`config.mk`:
```
export PLATFORM = sky130hd
export DESIGN_NAME = inst_fetch
export DESIGN_NICKNAME = d
export VERILOG_FILES = /design/src/rtl/inst_fetch.sv
export SDC_FILE = /design/constraint.sdc
export NUM_CORES = 1
export LEC_CHECK = 0
export CAP_MARGIN = 40
export CORE_ASPECT_RATIO = 0.9
export CORE_MARGIN = 2
export CORE_UTILIZATION = 60
export DETAILED_ROUTE_END_ITERATION = 8
export DONT_BUFFER_PORTS = 1
export PLACE_DENSITY_LB_ADDON = 0.1
export SYNTH_ARGS = -nofsm -noshare
export SYNTH_HDL_FRONTEND = slang
export SYNTH_SLANG_ARGS = --single-unit
```
`constraint.sdc`:
```
create_clock -name clk -period 5.7 [get_ports clk]
set_input_delay 1.425 -clock clk [delete_from_list [all_inputs] [get_ports clk]]
set_output_delay 1.425 -clock clk [all_outputs]
set_load 0.02 [all_outputs]
```
`src/rtl/inst_fetch.sv`:
```
// Instruction-fetch front end: owns the PC, issues one outstanding imem request at a time,
// and hands fetched words to decode over a valid/ready handshake.
module inst_fetch #(
  parameter logic [31:0] RESET_PC = 32'h80000000
) (
  input  logic        clk,
  input  logic        rst,
  output logic        imem_req_valid,
  output logic [31:0] imem_req_addr,
  input  logic        imem_req_ready,
  input  logic        imem_resp_valid,
  input  logic [31:0] imem_resp_data,
  output logic        inst_valid,
  output logic [31:0] inst,
  output logic [31:0] inst_pc,
  input  logic        inst_ready,
  input  logic        redirect_valid,
  input  logic [31:0] redirect_pc,
  output logic        fetch_fault,
  output logic [31:0] fetch_count
);

  typedef enum logic [1:0] {S_REQ, S_WAIT, S_HOLD, S_FAULT} state_e;

  state_e      state_q, state_d;
  logic [31:0] pc_q, pc_d;
  logic        kill_q, kill_d;
  logic [31:0] inst_q, inst_d;
  logic [31:0] inst_pc_q, inst_pc_d;
  logic        inst_valid_q, inst_valid_d;
  logic [31:0] count_q, count_d;
  logic        fault_q, fault_d;
  logic        misaligned;

  assign misaligned = redirect_valid && (redirect_pc[1:0] != 2'b00);

  always_ff @(posedge clk) begin
    if (rst) begin
      state_q      <= S_REQ;
      pc_q         <= RESET_PC;
      kill_q       <= 1'b0;
      inst_q       <= 32'h0;
      inst_pc_q    <= 32'h0;
      inst_valid_q <= 1'b0;
      count_q      <= 32'h0;
      fault_q      <= 1'b0;
    end else begin
      state_q      <= state_d;
      pc_q         <= pc_d;
      kill_q       <= kill_d;
      inst_q       <= inst_d;
      inst_pc_q    <= inst_pc_d;
      inst_valid_q <= inst_valid_d;
      count_q      <= count_d;
      fault_q      <= fault_d;
    end
  end

  always_comb begin
    state_d = state_q;
    case (state_q)
      S_REQ: begin
        if (misaligned)          state_d = S_FAULT;
        else if (imem_req_ready) state_d = S_WAIT;
      end
      S_WAIT: begin
        if (misaligned) state_d = S_FAULT;
        else if (imem_resp_valid)
          state_d = (kill_q || redirect_valid) ? S_REQ : S_HOLD;
      end
      S_HOLD: begin
        if (misaligned)                        state_d = S_FAULT;
        else if (redirect_valid || inst_ready) state_d = S_REQ;
      end
      default: state_d = S_FAULT;
    endcase
  end

  // Datapath updates; a redirect always wins the PC over the sequential pc+4.
  always_comb begin
    pc_d      = pc_q;
    kill_d    = kill_q;
    inst_d    = inst_q;
    inst_pc_d = inst_pc_q;
    count_d   = count_q;
    fault_d   = fault_q;
    case (state_q)
      S_REQ: begin
        if (misaligned)          fault_d = 1'b1;
        else if (redirect_valid) pc_d    = redirect_pc;
      end
      S_WAIT: begin
        if (misaligned) begin
          fault_d = 1'b1;
          kill_d  = 1'b1;
        end else if (imem_resp_valid) begin
          kill_d = 1'b0;
          if (redirect_valid) begin
            pc_d = redirect_pc;
          end else if (!kill_q) begin
            inst_d    = imem_resp_data;
            inst_pc_d = pc_q;
          end
        end else if (redirect_valid) begin
          pc_d   = redirect_pc;
          kill_d = 1'b1;
        end
      end
      S_HOLD: begin
        if (inst_ready) count_d = count_q + 32'd1;
        if (misaligned)          fault_d = 1'b1;
        else if (redirect_valid) pc_d    = redirect_pc;
        else if (inst_ready)     pc_d    = pc_q + 32'd4;
      end
      default: ;
    endcase
  end

  // A misaligned redirect in REQ suppresses the request rather than issuing a bad address.
  always_comb begin
    inst_valid_d   = (state_d == S_HOLD);
    imem_req_valid = !rst && (state_q == S_REQ) && !misaligned;
    imem_req_addr  = (state_q == S_REQ && redirect_valid) ? redirect_pc : pc_q;
  end

  assign inst_valid  = inst_valid_q;
  assign inst        = inst_q;
  assign inst_pc     = inst_pc_q;
  assign fetch_count = count_q;
  assign fetch_fault = fault_q;

endmodule

```
Yosys cells after proc, flatten, opt, wreduce, memory -nomap -nowiden
Cells that the tools add are included.
{ "word_totals": {"out_inout_bits": 131, "word_cells": 57, "register_bits": 133, "inputBits": 70} }
{ "op_classes": {"mux": 18, "n_eq_ne": 7, "n_reduce_logical": 19, "addsub": 2, "n_bitwise": 3} }
{ "op_table": {"columns": ["operator", "n"], "rows": [
  ["$mux W32", 6],
  ["$pmux W32 S2", 1],
  ["$add A32 B1 Y32 const B", 1],
  ["$add A32 B3 Y32 const B", 1],
  ["$mux W2", 7],
  ["$reduce_and A5 Y1", 2],
  ["$pmux W2 S3", 1],
  ["$reduce_and A2 Y1", 3],
  ["$reduce_bool A3 Y1", 2],
  ["$eq A2 B2 Y1 const B", 2],
  ["$logic_and A1 B1 Y1", 4],
  ["$ne A2 B2 Y1 const B", 2],
  ["$mux W1", 3],
  ["$ne A3 B3 Y1 const B", 1],
  ["$not A1 Y1", 3],
  ["$reduce_or A3 Y1", 1],
  ["$eq A2 B1 Y1 const B", 1],
  ["$logic_not A1 Y1", 2],
  ["$logic_not A2 Y1", 1],
  ["$logic_or A1 B1 Y1", 2],
  ["$ne A2 B1 Y1 const B", 1],
  ["$reduce_bool A2 Y1", 1],
  ["$reduce_or A2 Y1", 1]
]} }

Longest topological paths before layout
{ "depth": {"ltp_word": 6, "mapped_depth": 9, "depth_no_buf": 6} }

Worst setup path before layout
OpenSTA, ideal clock, no wires.
{ "synth_path": {"path_type": "input port to output port", "startpoint": "input redirect_valid", "endpoint": "output imem_req_addr[10]", "n_path_buf": 3, "t_required_ns": 4.275, "arrival_time_ns": 2.761, "path_slack_ns": 1.514, "path_stages": 5, "cell_sequence": "buf_2 > nor3b_1 > clkbuf_1 > buf_2 > mux2_2"} }
{ "synth_via": {"elab_chain_cells": 2} }
{ "synth_lines": {"columns": ["element", "line", "rtl"], "rows": [
  ["from (decl)", "17", "input logic redirect_valid,"],
  ["$logic_and A1 B1 Y1", "123", "imem_req_addr = (state_q == S_REQ && redirect_valid) ? redirect_pc : pc_q;"],
  ["$mux W32", "123", null],
  ["to (decl)", "9", "output logic [31:0] imem_req_addr,"]
]} }
Every way passes these cells.

Worst setup path after layout
{ "layout_path": {"startpoint": "input redirect_valid", "endpoint": "output imem_req_addr[30]"} }
The elaborated chain is that of the path after synthesis.

==> flow_summary_export.csv <==
group,metric,value,unit
status,status,"complete, no violations",
yosys,synth_edf_count,0,
cts,clk_latency,410,ps
drt,vias,5626,
yosys,syn_avg_cell_area,7.945,um2
power_and_ir_drop,irDropWorstVdd,0.2479,mV
timing,hold_violations,0,
power_and_ir_drop,power.leakage,2.387,nW
floorplan,pin_count,201,
cts,cts_setup_buffers,0,
worst_setup_path,cp_top_family,"multiplexers",
yosys,synth.area.top_cells,"dfxtp_1, nand2_1, a21oi_1, mux2_2, nor2_1",
final_layout,fill_cells,888,
worst_setup_path,required,4280,ps
worst_setup_path,end_kind,"primary output",
timing,holdWs,494.1,ps
drt,drc,0,
final_layout,final_area,6910,um2
floorplan,die_y,101.5,um
cts,root_buffer,"clkbuf_16",
drt,drt_wl_total,16300,um
placement,portBuffers,0,
run,maxCapViolations,0,
final_layout,drive_gt1_share,11.40,%
cts,clkSlewWorstSetupHoldPaths,50,ps
timing,setup_viol,0,
worst_setup_path,cpMaxStageDelayCell,"mux2_2",
placement,dp_hpwl,10970,um
global_routing,grt_max_degree,138,
final_layout,diodes,0,
yosys,syn_inst,797,
yosys,ys.flop_type,"dfxtp_1",
worst_setup_path,critPathMaxStageDelay,460,ps
global_routing,grt_pass1_vias,5298,
global_routing,grt_pass1_wl,25710,um
cts,cts_resized,0,
floorplan,die_w,112.3,um
floorplan,start_util,61.79,%
global_routing,antenna_found_initial,0,
min_path,hold_path_class,"flip-flop to flip-flop",
yosys,ys_ff_latch,133,
timing,fin_tns_setup,0,ps
timing,slew_headroom,41.27,%
worst_setup_path,crit_fanout,35,
floorplan,std_cell_rows,35,
cts,numCtsBuffers,17,
placement,dpl_cell_area,6352,um2
yosys,syn_area,6332,um2
yosys,synth_top_area_share,42.05,%
drt,via_per_inst,6.244,
timing,min_period,3985,ps
placement,post-place-ws,1723,ps
final_layout,layout.nets,833,
worst_setup_path,crit_chain,"nor3b_2 > buf_4 > mux2_2",
timing,finalCritPeriodShare,69.91,%
drt,dr.pass1.iters,5,
yosys,yosysWarnings,0,
timing,worstMarginPinSlew,872.9,ps
worst_setup_path,crit_type,"primary input to primary output",
floorplan,fp.dieArea,11390,um2
worst_setup_path,path_buf_inv,1,
drt,drtIter0Drc,416,
placement,gp_congestion,0.8204,
drt,ant_nets,0,
global_routing,grt_overflow,0,
global_routing,grt_util_all_layers,27.90,%
timing,max_freq,250.9,MHz
yosys,yosys.area.top_type,"dfxtp_1",
cts,cts_sinks,133,
timing,fin_skew,8.309,ps
cts,cts_hold_buf,0,
timing,drv_slew,0,
timing,rsz0062_at_grt,"no",
worst_setup_path,critPathLaunchType,"primary input",
floorplan,coreArea,10250,um2
yosys,synth_nets,869,
final_layout,syn_to_final_growth,9.129,%
cts,cts_buffer_depth,2,
worst_setup_path,crit_arrival,2560,ps
power_and_ir_drop,power_density,314.3,nW/um2
cts,ctsHtreeMaxLevel,4,
yosys,yosysSeqAreaShare,42.05,%
yosys,ys_async_sr_fraction,0,%
cts,cts_tree,"yes",
timing,worst_slack,1715,ps
final_layout,fin_util,67.44,%
yosys,ys_types,62,
drt,wl_per_cell,18.09,um
-- worst min-delay path: stages, from the launching register on --
cell	delay, ps
dfxtp_1	330
nand2_1	60
a21oi_1	50
-- final timing paths --
path,from,end,slack [ps],depth (start not counted)
min,pc_q[0],inst_pc[0],490,2
min reg2reg,pc_q[0],inst_pc[0],490,2
max,redirect_valid,imem_req_addr[30],1710,3
max reg2reg,pc_q[2],pc_q[30],3300,6
-- report_power, final --
group | internal [mW] | switching, mW
sequential | 0.952 | 0.0457
clock | 0.619 | 0.395
combinational | 0.0605 | 0.0992
-- cells by family after synthesis --
group	synth area share (%)
xor gates and xnor gates	4.011
muxes	5.295
DFF	42.05
adders and majority gates	0.3951
and+or+nand+nor	27.33
buffers and inverters	4.742
AOI/OAI and AO/OA	16.18
-- sequential cells by signal, summed over array words and instances, names as in the netlist --
signal       flops
fetch_count     32
kill_q           1
fetch_fault      1
pc_q            32
inst            32
inst_valid       1
inst_pc         32
state_q          2
-- cell usage after synthesis (4+ instances only) --
cell,count
o32ai_1,4
xor2_1,24
a21o_1,4
dfxtp_1,133
xnor2_1,5
nand3b_1,7
mux2_2,28
o21ai_0,21
nand4_1,23
and3_1,11
inv_1,8
nand2_1,177
nand3_1,24
o21a_1,4
nor3b_1,8
clkbuf_1,44
buf_2,18
a21oi_1,98
and4_1,6
nor2_1,58
or3_1,6
nor3_1,4
nor4_1,6
o22ai_1,6
a31oi_1,6
-- routing by layer --
metal  GRT usage [%]  routed length, um  vias to the layer above  part of all wire [%]
met5               0                  0                        -                     0
met4           11.07                349                        0                   2.1
met3           8.917               1385                       27                   8.5
met2           43.74               7573                      228                    46
met1           36.20               6994                     2658                    43
li1                -                  -                     2713                     -
-- cell usage in the layout, fill, tap and decap left out, drive strengths merged, types with 8 or more instances in the layout --
cell	instances
a21oi	98
and3	13
buf	9
clkbuf	19
dfxtp	133
inv	9
mux2	28
nand2	177
nand3	26
nand4	26
nor2	59
nor3b	9
nor4	8
o21ai	21
xor2	24
-- final cells by class --
class / instances / area, um2 / share of cell area [%]
Clock inverter: 11 / 105.1 / 1.521
Multi-Input combinational cell: 592 / 3398 / 49.18
Tap cell: 129 / 161.4 / 2.336
Clock buffer: 19 / 452.9 / 6.554
Inverter: 8 / 30.03 / 0.4345
Timing Repair Buffer: 9 / 100.1 / 1.448
Sequential cell: 133 / 2663 / 38.53
-- through the flow --
step / power [mW] / std cells
5_1_grt: 2.252 / 901
3_3_place_gp: 1.166 / 867
4_1_cts: 2.189 / 901
3_5_place_dp: 1.176 / 871
6_report: 2.172 / 901
2_1_floorplan: 1.156 / 797
No activity file was read; power rests on OpenSTA's default activity.
